$ cat config.mk
export PLATFORM = sky130hd
export DESIGN_NAME = mem_wb_skid_stage_flat
export DESIGN_NICKNAME = d
export VERILOG_FILES = /design/src/rtl/mem_wb_skid_stage_if.sv /design/src/rtl/mem_wb_skid_stage.sv /design/src/flat_wrapper.sv
export SDC_FILE = /design/constraint.sdc
export NUM_CORES = 1
export LEC_CHECK = 0
export ABC_AREA = 1
export CAP_MARGIN = 15
export CELL_PAD_IN_SITES_DETAIL_PLACEMENT = 1
export CELL_PAD_IN_SITES_GLOBAL_PLACEMENT = 2
export CORE_MARGIN = 3
export CORE_UTILIZATION = 25
export CTS_CLUSTER_SIZE = 25
export DETAILED_ROUTE_END_ITERATION = 7
export PLACE_DENSITY = 0.84
export RECOVER_POWER = 100
export REMOVE_ABC_BUFFERS = 1
export SLEW_MARGIN = 25
export SYNTH_ARGS = -nofsm -noshare
export SYNTH_HDL_FRONTEND = slang
export SYNTH_SLANG_ARGS = --single-unit
$ cat constraint.sdc
create_clock -name clock -period 4.2 [get_ports clock]
set_clock_uncertainty 0.2 [all_clocks]
set_input_delay 0.42 -clock clock [delete_from_list [all_inputs] [get_ports clock]]
set_output_delay 0.42 -clock clock [all_outputs]
set_load 0.01 [all_outputs]
$ cat src/rtl/mem_wb_skid_stage_if.sv
// MEM->WB handshake bundle: the upstream valid/ready pair with the instruction fields,
// and the downstream write-back entry. The stage connects to the slave modport.
interface mem_wb_skid_stage_if #(
  parameter int DATA_W = 32,
  parameter int REG_AW = 5
);
  logic              in_valid;
  logic              in_ready;
  logic              in_regwrite;
  logic              in_memtoreg;
  logic [DATA_W-1:0] in_readdata;
  logic [DATA_W-1:0] in_address;
  logic [REG_AW-1:0] in_rd;

  logic              out_valid;
  logic              out_ready;
  logic              out_regwrite;
  logic              out_memtoreg;
  logic [DATA_W-1:0] out_readdata;
  logic [DATA_W-1:0] out_address;
  logic [REG_AW-1:0] out_rd;
  logic [DATA_W-1:0] out_wbdata;

  modport slave (
    input  in_valid, in_regwrite, in_memtoreg, in_readdata, in_address, in_rd, out_ready,
    output in_ready, out_valid, out_regwrite, out_memtoreg, out_readdata, out_address,
           out_rd, out_wbdata
  );

  modport master (
    output in_valid, in_regwrite, in_memtoreg, in_readdata, in_address, in_rd, out_ready,
    input  in_ready, out_valid, out_regwrite, out_memtoreg, out_readdata, out_address,
           out_rd, out_wbdata
  );
endinterface

$ cat src/rtl/mem_wb_skid_stage.sv
// MEM->WB pipeline register with valid/ready handshake, a two-entry skid buffer,
// synchronous flush and the write-back data mux. in_ready is taken straight from state.
module mem_wb_skid_stage #(
  parameter int DATA_W      = 32,
  parameter int REG_AW      = 5,
  parameter int SUPPRESS_R0 = 1
) (
  input  logic                       clock,
  input  logic                       reset,
  input  logic                       flush,
  mem_wb_skid_stage_if.slave         bus,
  output logic [1:0]                 occupancy
);
  localparam int ENTRY_W = 2 + 2 * DATA_W + REG_AW;

  logic               r_main_valid;
  logic               r_skid_valid;
  logic [ENTRY_W-1:0] r_main_entry;
  logic [ENTRY_W-1:0] r_skid_entry;

  logic               w_in_fire;
  logic               w_out_fire;
  logic [ENTRY_W-1:0] w_in_entry;
  logic               w_main_regwrite;
  logic               w_main_memtoreg;
  logic [DATA_W-1:0]  w_main_readdata;
  logic [DATA_W-1:0]  w_main_address;
  logic [REG_AW-1:0]  w_main_rd;
  logic               w_rd_is_r0;

  assign w_in_entry = {bus.in_regwrite, bus.in_memtoreg, bus.in_readdata, bus.in_address, bus.in_rd};
  assign {w_main_regwrite, w_main_memtoreg, w_main_readdata, w_main_address, w_main_rd} = r_main_entry;

  assign bus.in_ready = ~r_skid_valid;
  assign w_in_fire    = bus.in_valid & ~r_skid_valid;
  assign w_out_fire   = r_main_valid & bus.out_ready;

  always_ff @(posedge clock or posedge reset) begin
    if (reset) begin
      r_main_valid <= 1'b0;
      r_skid_valid <= 1'b0;
      r_main_entry <= '0;
      r_skid_entry <= '0;
    end else if (flush) begin
      r_main_valid <= 1'b0;
      r_skid_valid <= 1'b0;
    end else if (!r_main_valid || w_out_fire) begin
      // Main is free this cycle: the skid entry is older than any new input, so it goes first.
      // While skid is occupied in_ready is low, so no input can be lost here.
      if (r_skid_valid) begin
        r_main_entry <= r_skid_entry;
        r_main_valid <= 1'b1;
        r_skid_valid <= 1'b0;
      end else if (w_in_fire) begin
        r_main_entry <= w_in_entry;
        r_main_valid <= 1'b1;
      end else begin
        r_main_valid <= 1'b0;
      end
    end else if (w_in_fire) begin
      r_skid_entry <= w_in_entry;
      r_skid_valid <= 1'b1;
    end
  end

  assign w_rd_is_r0 = (SUPPRESS_R0 != 0) && (w_main_rd == '0);

  assign bus.out_valid    = r_main_valid;
  assign bus.out_regwrite = w_main_regwrite & r_main_valid & ~w_rd_is_r0;
  assign bus.out_memtoreg = w_main_memtoreg;
  assign bus.out_readdata = w_main_readdata;
  assign bus.out_address  = w_main_address;
  assign bus.out_rd       = w_main_rd;
  assign bus.out_wbdata   = w_main_memtoreg ? w_main_readdata : w_main_address;

  assign occupancy = {1'b0, r_main_valid} + {1'b0, r_skid_valid};
endmodule
$ cat src/flat_wrapper.sv
// flat-port wrapper written by rule: the top's interface ports become plain ports
module mem_wb_skid_stage_flat 
#(
  parameter int DATA_W      = 32,
  parameter int REG_AW      = 5,
  parameter int SUPPRESS_R0 = 1
)
  (clock, reset, flush, occupancy, bus_in_valid, bus_in_regwrite, bus_in_memtoreg, bus_in_readdata, bus_in_address, bus_in_rd, bus_out_ready, bus_in_ready, bus_out_valid, bus_out_regwrite, bus_out_memtoreg, bus_out_readdata, bus_out_address, bus_out_rd, bus_out_wbdata);
  mem_wb_skid_stage_if #(.DATA_W(DATA_W), .REG_AW(REG_AW)) bus_i ();
  input  logic clock;
  input  logic reset;
  input  logic flush;
  output logic [1:0] occupancy;
  input wire logic [$bits(bus_i.in_valid)-1:0] bus_in_valid;
  input wire logic [$bits(bus_i.in_regwrite)-1:0] bus_in_regwrite;
  input wire logic [$bits(bus_i.in_memtoreg)-1:0] bus_in_memtoreg;
  input wire logic [$bits(bus_i.in_readdata)-1:0] bus_in_readdata;
  input wire logic [$bits(bus_i.in_address)-1:0] bus_in_address;
  input wire logic [$bits(bus_i.in_rd)-1:0] bus_in_rd;
  input wire logic [$bits(bus_i.out_ready)-1:0] bus_out_ready;
  output wire logic [$bits(bus_i.in_ready)-1:0] bus_in_ready;
  output wire logic [$bits(bus_i.out_valid)-1:0] bus_out_valid;
  output wire logic [$bits(bus_i.out_regwrite)-1:0] bus_out_regwrite;
  output wire logic [$bits(bus_i.out_memtoreg)-1:0] bus_out_memtoreg;
  output wire logic [$bits(bus_i.out_readdata)-1:0] bus_out_readdata;
  output wire logic [$bits(bus_i.out_address)-1:0] bus_out_address;
  output wire logic [$bits(bus_i.out_rd)-1:0] bus_out_rd;
  output wire logic [$bits(bus_i.out_wbdata)-1:0] bus_out_wbdata;
  assign bus_i.in_valid = bus_in_valid;
  assign bus_i.in_regwrite = bus_in_regwrite;
  assign bus_i.in_memtoreg = bus_in_memtoreg;
  assign bus_i.in_readdata = bus_in_readdata;
  assign bus_i.in_address = bus_in_address;
  assign bus_i.in_rd = bus_in_rd;
  assign bus_i.out_ready = bus_out_ready;
  assign bus_in_ready = bus_i.in_ready;
  assign bus_out_valid = bus_i.out_valid;
  assign bus_out_regwrite = bus_i.out_regwrite;
  assign bus_out_memtoreg = bus_i.out_memtoreg;
  assign bus_out_readdata = bus_i.out_readdata;
  assign bus_out_address = bus_i.out_address;
  assign bus_out_rd = bus_i.out_rd;
  assign bus_out_wbdata = bus_i.out_wbdata;
  mem_wb_skid_stage #(.DATA_W(DATA_W), .REG_AW(REG_AW), .SUPPRESS_R0(SUPPRESS_R0)) u_core (.clock(clock), .reset(reset), .flush(flush), .bus(bus_i), .occupancy(occupancy));
endmodule
[Word-level counts from Yosys, hierarchy flattened]
Cells that the tools add are included.
Storage, ports and cells
  bits of input ports: 76
  output and inout bits: 107
  bits in registers: 144
Cells by class
  add/subtract/negate cells: 1
  reductions and logical operators: 8
  bitwise gates (word level): 8
  mux-type cells: 10
Operators with widths (number)
  $mux W71: 2
  $mux W32: 1
  $mux W1: 7
  $reduce_and A3 Y1: 2
  $logic_not A5 Y1: 1
  $and A1 B1 Y1: 4
  $not A1 Y1: 4
  $reduce_bool A2 Y1: 2
  $reduce_bool A3 Y1: 1
  $add A1 B1 Y2: 1
  $logic_not A1 Y1: 1
  $logic_or A1 B1 Y1: 1

[Logic depth before layout (Yosys ltp)]
Gate-level depths: netlist of run 1.
  depth after elaboration: 6
  gate-level depth with buffers: 7
  gate-level depth less buffers: 5

[Worst setup path before layout of run 1]
OpenSTA, ideal clock, no wires.
  path type: reg-to-output
  start point: reg u_core.r_main_entry[69]
  end point: out bus_out_wbdata[0]
  arrival: 1.189 ns
  setup slack: 2.391 ns
  stages on the path, launching flop included: 4
  data required time: 3.580 ns
  path through: dfrtp_1 clkbuf_1 buf_2 mux2_2
On the way
  longest elaborated chain between the ends: 1
Ends and longest elaborated chain
  from (decl): RTL line mem_wb_skid_stage.sv:18  | logic [ENTRY_W-1:0] r_main_entry;
  from (signal assigned): RTL line mem_wb_skid_stage.sv:51  | r_main_entry <= r_skid_entry;
  from (signal assigned): RTL line mem_wb_skid_stage.sv:55  | r_main_entry <= w_in_entry;
  $mux W32: RTL line mem_wb_skid_stage.sv:74  | assign bus.out_wbdata = w_main_memtoreg ? w_main_readdata : w_main_address;
  to (decl): RTL line flat_wrapper.sv:28  | output wire logic [$bits(bus_i.out_wbdata)-1:0] bus_out_wbdata;
No other way between the ends.

[Worst setup path after layout of run 1]
  start point: reg u_core.r_skid_valid
  end point: out bus_in_ready
On the way
  longest elaborated chain between the ends: 1
Ends and longest elaborated chain
  from (decl): RTL line mem_wb_skid_stage.sv:17  | logic r_skid_valid;
  from (signal assigned): RTL line mem_wb_skid_stage.sv:41  | r_skid_valid <= 1'b0;
  from (signal assigned): RTL line mem_wb_skid_stage.sv:46  | r_skid_valid <= 1'b0;
  from (signal assigned): RTL line mem_wb_skid_stage.sv:53  | r_skid_valid <= 1'b0;
  $not A1 Y1: RTL line mem_wb_skid_stage.sv:34  | assign bus.in_ready = ~r_skid_valid;
  to (decl): RTL line flat_wrapper.sv:21  | output wire logic [$bits(bus_i.in_ready)-1:0] bus_in_ready;
No other way between the ends.

==> results.md, run 1 <==
- Total number of clock tree sinks: 144
- Worst Max-Slew Pin Slew: between 1500 and 2000 ps
- Leakage power total: 4.96 nW
- Largest delay contributor family on the critical path: buffers and inverters
- Diodes inserted: 0
- Startpoint of the worst register-to-register path: u_core.r_skid_valid$_DFFE_PP0P_
- Worst-path maximum fanout: 40
- Worst Setup Path Type: register to primary output
- Final setup violation count: 0
- First-pass iteration count of the detailed router: 5
- Clock tree from TritonCTS: built
- Initial antenna violation count: 0
- Antenna viol nets, final: 0
- Most frequent cells in the layout: 502 x sky130_fd_sc_hd__nand2_1, 142 x sky130_fd_sc_hd__nand3_1, 142 x sky130_fd_sc_hd__dfrtp_1
- DRC marker count from the first detailed-route iteration: approximately 410
- Number of hold violations in the final report: 0
- Row cnt: between 60 and 70
- Fraction of final layout cells with drive strength greater than 1: 0.0734
- Delay contributed by the slowest stage of the critical path: 790 ps
- Routability cong.: 0.698
- IR drop worst, VDD: 0.226 mV
- Clock root buffer master: sky130_fd_sc_hd__clkbuf_16
- CTS Hold Buffers Added: 0
- Maximum number of pins on one net before global-route repair: between 80 and 90
- Distinct cells, synth: 15
- Skew-Pair Late Insertion Delay: approximately 420 ps
- Post-cts resize count: 0
- Post-Synthesis Cell Area: between 0.007 and 0.008 sq mm
- Sequential area share after synthesis: 0.484
- Failing checks: max-capacitance violations, max-slew violations
- Yosys Warn Count: 0
- Total count of max-transition violations in the final report: around 230
- Nature of the critical path endpoint: primary output
- Worst Path Arrival: around 2700 ps
- Fin worst setup slack: between 800 and 900 ps
- Hold Crit Endpoint: u_core.r_skid_entry[21]$_DFFE_PP0P_
- Fill count: roughly 3400
- Slack of the worst reg-to-reg path: roughly 1200 ps
- Sequential cell area: approximately 0.0036 sq mm
- Hold depth: 2
- Final wirelength: about 24000 um
- Number of cells in the design after placement: 1414
- Global-route wire length before repair: between 30000 and 40000 um
- Result of the run: finished, violations left
- Required time of the worst setup path: ~3600 ps
- Vias: 6580
- Mapped Avg Cell Area: roughly 7.7 sq um
- Total met2 wirelength after detailed routing: ~11000 um
- Number of vias per cell after detailed routing: ~4.6
- Setup repair after global routing missed its margin: no
- Highest routed metal layer: met4
- Effective utilization at floorplan: 0.257
- Critical Path Slowest Stage Cell: sky130_fd_sc_hd__clkbuf_2
- Pwr Total: between 4 and 5 mW
- I/O Pins: ~180
- Clock input transition at the sequential cells of the worst setup and hold paths: around 70 ps
- Port Buffer Count: approximately 180
- Die X: roughly 180 um
- Sum of negative setup slack: 0 ps
- Die H: roughly 180 um
- Peak clock frequency supported by timing: ~300 MHz
- Footprint of the multi-input gates: 0.00306 sq mm
- Hold Crit Class: register to register
- Final std cells w/o fill: approximately 1400
- Fin crit share: 0.799
- Power density of the placed cells: ~460 mW/mm^2
- Number of synthesized register bits: between 100 and 150
- Final period demand of the worst path: around 3400 ps
- Total routing usage reported by global routing: 0.152
- Buf/Inv on CP: 3
- Detailed-route wire length on metal 1: ~12000 um
- Endpoint of the worst-slack reg-to-reg timing path: u_core.r_skid_entry[47]$_DFFE_PP0P_
- Number of buffers inserted during clock tree synthesis: 17
- Core Region: 0.0290 sq mm
- Clock Path Buffers: 2
- Sum of overflow across all layers after global routing: 0
- Length of routed met3 wiring: about 1100 um
- DRC Markers: 0
- Gate count after technology mapping: 970
- Headroom to the max-slew limit: -0.239
- Count of cell instances traversed by the critical path: 3
- Post-CTS setup buffer count: 0
- Startpoint kind of the worst setup timing path: register
- Wirelength per Cell: 16.4 um
- R2r worst-path depth: 4
- Number of levels in the clock H-tree: 4
- CP Cell Sequence: inv_1 > clkbuf_2 > clkdlybuf4s50_1
- Number of global-route vias before repair: 6758
- P&R area growth vs syn: 30.1%
- Most frequent standard cell in the layout excluding fill and tap cells: sky130_fd_sc_hd__nand2_1
- Max-cap violations: 3
- Final design utilization: 0.334
- HPWL after detailed placement: 13900 um
- Worst slack at placement: roughly 1400 ps
- Die Footprint: 0.0319 sq mm
- Hold wc startpoint: u_core.r_skid_entry[21]$_DFFE_PP0P_
- Net count reported at finish: about 1100
## state kept, by name, summed over array words and instances (netlist names)
| register | cells |
|---|---|
| u_core.r_skid_valid | 1 |
| u_core.r_skid_entry | 71 |
| u_core.bus.out_valid | 1 |
| u_core.r_main_entry | 71 |
## final cells by class
cell class              instances  share of cell area
clock buffers                  19              0.0447
clock inverters                13              0.0182
inverters                       7             0.00310
multi-input cells             689               0.316
flip-flops and latches        144               0.372
well taps                     384              0.0496
repair buffers                190               0.197
## layer usage
metal / up-vias / track usage
met5: - / 0
met4: 0 / 0.0308
met3: 13 / 0.0307
met2: 137 / 0.242
met1: 3286 / 0.214
li1: 3144 / -
## synth_stat cells
| library cell | instances | area [sq um] |
|---|---|---|
| sky130_fd_sc_hd__nand2_1 | 502 | 1880 |
| sky130_fd_sc_hd__dfrtp_1 | 144 | 3600 |
| sky130_fd_sc_hd__nand3_1 | 143 | 716 |
| sky130_fd_sc_hd__buf_4 | 69 | 518 |
| sky130_fd_sc_hd__mux2_2 | 32 | 360 |
| sky130_fd_sc_hd__buf_2 | 29 | 145 |
| sky130_fd_sc_hd__clkbuf_1 | 26 | 97.6 |
| sky130_fd_sc_hd__buf_1 | 6 | 22.5 |
| sky130_fd_sc_hd__inv_1 | 6 | 22.5 |
| sky130_fd_sc_hd__nor2_1 | 6 | 22.5 |
| sky130_fd_sc_hd__nand3_2 | 2 | 20.0 |
| sky130_fd_sc_hd__nor2_2 | 2 | 12.5 |
| sky130_fd_sc_hd__ha_1 | 1 | 12.5 |
| sky130_fd_sc_hd__inv_2 | 1 | 3.75 |
| sky130_fd_sc_hd__o21bai_1 | 1 | 7.51 |
## report_power, final
group	internal, mW	switching (mW)
registers	1.67	0.210
logic	0.511	0.480
clock network	0.952	0.665
## kinds of logic (layout without fill, tap and decap cells)
family | Yosys count | count (layout) | share of synthesized area
adder cells (fa/ha/maj) | 1 | 1 | 0.00168
flip-flops | 144 | 144 | 0.484
buffers and inverters | 137 | 229 | 0.109
AND/OR/NAND/NOR | 655 | 655 | 0.356
AO/OA/AOI/OAI | 1 | 1 | 0.00101
multiplexers | 32 | 32 | 0.0484
## worst max-delay path by stage
stage / slack [ps] / endpoint / from
finish: 850 / bus_in_ready / u_core.r_skid_valid$_DFFE_PP0P_
global route: 660 / bus_in_ready / u_core.r_skid_valid$_DFFE_PP0P_
CTS: 1160 / bus_out_wbdata[21] / u_core.r_main_entry[69]$_DFFE_PP0P_
detailed placement: 1420 / u_core.r_main_entry[8]$_DFFE_PP0P_ / flush
global placement: 1450 / u_core.r_main_entry[44]$_DFFE_PP0P_ / flush
floorplan: -290 / u_core.bus.out_valid$_DFFE_PP0N_ / reset
## metrics by stage
stage | instance area (sq um) | hold slack [ps]
after floorplan | 6670 | 242
after global placement | 9110 | 253
after detailed placement | 9110 | 258
after CTS | 9720 | 274
after global routing | 9690 | 287
final | 9690 | 271
## worst reg2reg max path, stage by stage, from the launching register on
cell and delay [ps]:
sky130_fd_sc_hd__dfrtp_4 630, sky130_fd_sc_hd__nor2_1 220, sky130_fd_sc_hd__nand3_2 1340, sky130_fd_sc_hd__nand2_1 430, sky130_fd_sc_hd__nand2_1 80
(Power assumes the default switching activity.)
==> run 2, diff against run 1 <==
==> constraint.sdc (replaced) <==
create_clock -name clock -period 2.75 [get_ports clock]
set_clock_uncertainty 0.2 [all_clocks]
set_input_delay 0.275 -clock clock [delete_from_list [all_inputs] [get_ports clock]]
set_output_delay 0.275 -clock clock [all_outputs]
set_load 0.01 [all_outputs]
==> run 2 against run 1 <==
The run now ends clean. Global-route usage grew 0.25 points. Highest routed layer is now met5. Worst hold slack got worse by 26 ps. Setup slack got worse by 630 ps. Core utilization increased by 0.55 points. Power increased by 57%. Critical path depth unchanged. Critical endpoint is now bus_out_wbdata[9]. Via count shrank 0.21%.
==> results.md, run 2 (same netlist as run 1, synthesis figures left out) <==
- Worst Setup Path Type: register to primary output (unchanged)
- Total routing usage reported by global routing: 0.155 (was 0.152)
- Number of vias per cell after detailed routing: 4.52 (was 4.55)
- Clock root buffer master: sky130_fd_sc_hd__clkbuf_16 (unchanged)
- Headroom to the max-slew limit: 0.307 (was -0.239)
- HPWL after detailed placement: 14600 um (was 13900 um)
- Peak clock frequency supported by timing: around 400 MHz
- DRC marker count from the first detailed-route iteration: 243 (was 414)
- First-pass iteration count of the detailed router: 4 (was 5)
- Net count reported at finish: 1135 (was 1126)
- Sum of negative setup slack: 0 ps (unchanged)
- Total number of clock tree sinks: 144 (unchanged)
- Cell-internal power: 5.00 mW (was 3.13 mW)
- Vias: 6566 (was 6580)
- Flop pwr share: 0.404 (was 0.419)
- Delay contributed by the slowest stage of the critical path: 560 ps (was 790 ps)
- Result of the run: finished, final reports clean (was finished, violations left)
- Total count of max-transition violations in the final report: 0 (was 225)
- Row cnt: 62 (unchanged)
- Antenna viol nets, final: 0 (unchanged)
- Fraction of final layout cells with drive strength greater than 1: 0.0804 (was 0.0734)
- Required time of the worst setup path: 2280 ps (was 3580 ps)
- Number of hold violations in the final report: 0 (unchanged)
- Clock tree from TritonCTS: built (unchanged)
- Max-cap violations: 0 (was 3)
- Clock input transition at the sequential cells of the worst setup and hold paths: 70 ps (about the same)
- Final setup violation count: 0 (unchanged)
- Core Region: 0.0290 sq mm (unchanged)
- Clk network pwr share: 0.368 (was 0.360)
- Top Registers: u_core.r_main_entry (71), u_core.r_skid_entry (71) (unchanged)
- Fin crit share: 0.922
- Fill count: 3499 (was 3433)
- Die H: 179 um (unchanged)
- Routability cong.: 0.700 (was 0.698)
- I/O Pins: 183 (unchanged)
- Maximum number of pins on one net before global-route repair: 74 (was 81)
- Largest delay contributor family on the critical path: buffers and inverters (unchanged)
- CP Cell Sequence: clkbuf_2 > mux2_2 > clkdlybuf4s50_1 (was inv_1 > clkbuf_2 > clkdlybuf4s50_1)
- Die Footprint: 0.0319 sq mm (unchanged)
- Startpoint kind of the worst setup timing path: register (unchanged)
- Power density of the placed cells: 714 mW/mm^2 (was 463 mW/mm^2)
- Sw Share: 0.289 (was 0.302)
- Critical Path Slowest Stage Cell: sky130_fd_sc_hd__dfrtp_2 (was sky130_fd_sc_hd__clkbuf_2)
- Number of global-route vias before repair: 6978 (was 6758)
- Final wirelength: 23900 um (was 23700 um)
- Wirelength per Cell: 16.5 um (was 16.4 um)
- Hold Crit Class: primary input to register (was register to register)
- Initial antenna violation count: 1 (was 0)
- Setup repair after global routing missed its margin: no (unchanged)
- Skew-Pair Late Insertion Delay: 420 ps (about the same)
- Number of levels in the clock H-tree: 4 (unchanged)
- Nature of the critical path endpoint: primary output (unchanged)
- Final period demand of the worst path: approximately 2500 ps
- Leakage power total: 5.00 nW (was 4.96 nW)
- P&R area growth vs syn: 32.2% (was 30.1%)
- Most frequent cells in the layout: 502 x sky130_fd_sc_hd__nand2_1, 142 x sky130_fd_sc_hd__nand3_1, 142 x sky130_fd_sc_hd__dfrtp_1 (unchanged)
- Sum of overflow across all layers after global routing: 0 (unchanged)
- Global-route wire length before repair: 39000 um (was 38300 um)
- Worst Path Arrival: 2060 ps (was 2730 ps)
- DRC Markers: 0 (unchanged)
- Diodes inserted: 0 (unchanged)
- Clock Path Buffers: 2 (unchanged)
- Part of the total power dissipated in combinational logic: 0.228 (was 0.221)
- Most frequent standard cell in the layout excluding fill and tap cells: sky130_fd_sc_hd__nand2_1 (unchanged)
- Port Buffer Count: 182 (unchanged)
- Net switching power: 2.03 mW (was 1.35 mW)
- Worst-path maximum fanout: 10 (was 40)
- Final design utilization: 0.339 (was 0.334)
- Effective utilization at floorplan: 0.257 (unchanged)
- Worst Max-Slew Pin Slew: 1040 ps (was 1860 ps)
- Final worst hold slack: 244 ps (was 271 ps)
- Post-CTS setup buffer count: 0 (unchanged)
- Buf/Inv on CP: 2 (was 3)
- Number of buffers inserted during clock tree synthesis: 17 (unchanged)
- Die X: 179 um (unchanged)
- IR drop worst, VDD: 0.360 mV (was 0.226 mV)
run 2: cell types whose count changed in the layout (fill, tap and decap cells not counted), sizes merged:
| cell | delta |
|---|---|
| dlygate4sd3 | -23 |
| clkbuf | +2 |
| buf | +6 |
| bufinv | +2 |
| inv | -3 |
| clkdlybuf4s50 | +24 |
run 2: worst paths after layout:
check | startpoint | end | slack, ps | depth (start not counted)
worst max-delay path | u_core.r_main_entry[69]$_DFFE_PP0P_ | bus_out_wbdata[9] | 220 | 3
min in group asynchronous | reset | u_core.r_main_entry[4]$_DFFE_PP0P_ | 750 | 3
worst min register to register | u_core.r_skid_entry[38]$_DFFE_PP0P_ | u_core.r_skid_entry[38]$_DFFE_PP0P_ | 270 | 2
worst min-delay path | bus_in_address[11] | u_core.r_skid_entry[16]$_DFFE_PP0P_ | 240 | 3
max in group asynchronous | reset | u_core.r_skid_entry[18]$_DFFE_PP0P_ | 800 | 4
worst max register to register | u_core.bus.out_valid$_DFFE_PP0N_ | u_core.r_skid_entry[23]$_DFFE_PP0P_ | 570 | 5
run 2: per-layer routing:
layer	track usage	part of all wire	up-vias
met3	0.0362	0.048	9
li1	-	-	3158
met2	0.262	0.48	131
met4	0.0263	0.0048	2
met5	0	0.00054	-
met1	0.204	0.47	3266
run 2: area by class of cell:
class / instances / area, sq um / area share
Clock buffer: 19 / 433 / 0.0440
Clock inverter: 12 / 208 / 0.0211
Inverter: 7 / 27.5 / 0.00279
Multi-Input combinational cell: 689 / 3080 / 0.313
Sequential cell: 144 / 3610 / 0.366
Tap cell: 384 / 480 / 0.0488
Timing Repair Buffer: 199 / 2010 / 0.204
run 2: power by group through the flow:
stage               Clock (mW)  Sequential [mW]  Combinational (mW)
floorplan                    0             2.90               0.697
global placement             0             2.88                1.67
detailed placement           0             2.89                1.72
CTS                       2.67             2.86                1.72
global route              2.77             2.91                1.81
finish                    2.59             2.84                1.60
run 2: metrics by stage:
step / cell area (sq um) / instances / total power, mW / setup WS (ps)
4_1_cts: 9880 / 1454 / 7.25 / 168
6_report: 9850 / 1454 / 7.03 / 215
3_3_place_gp: 9230 / 1422 / 4.54 / 652
2_1_floorplan: 6670 / 840 / 3.60 / -1720
5_1_grt: 9850 / 1454 / 7.48 / 116
3_5_place_dp: 9230 / 1422 / 4.61 / 613
run 2: repair_timing:
action	CTS	global route
hold endpoints to repair	9	0
hold buffers	1	0
resized for setup	0	0
run 2: tightest hold or removal path: cells and delay by family:
family	cells	cell delay [ps]
buf+inv	1	410
simple gates	2	130
==> run 3, diff against run 2 <==
--- a/config.mk
+++ b/config.mk
@@ -16,7 +16,7 @@
 export PLACE_DENSITY = 0.84
 export RECOVER_POWER = 100
 export REMOVE_ABC_BUFFERS = 1
-export SLEW_MARGIN = 25
+export SLEW_MARGIN = 5
 export SYNTH_ARGS = -nofsm -noshare
 export SYNTH_HDL_FRONTEND = slang
 export SYNTH_SLANG_ARGS = --single-unit
==> results of run 3 <==
No change in the layout: final DEF, timing and power equal those of run 2.
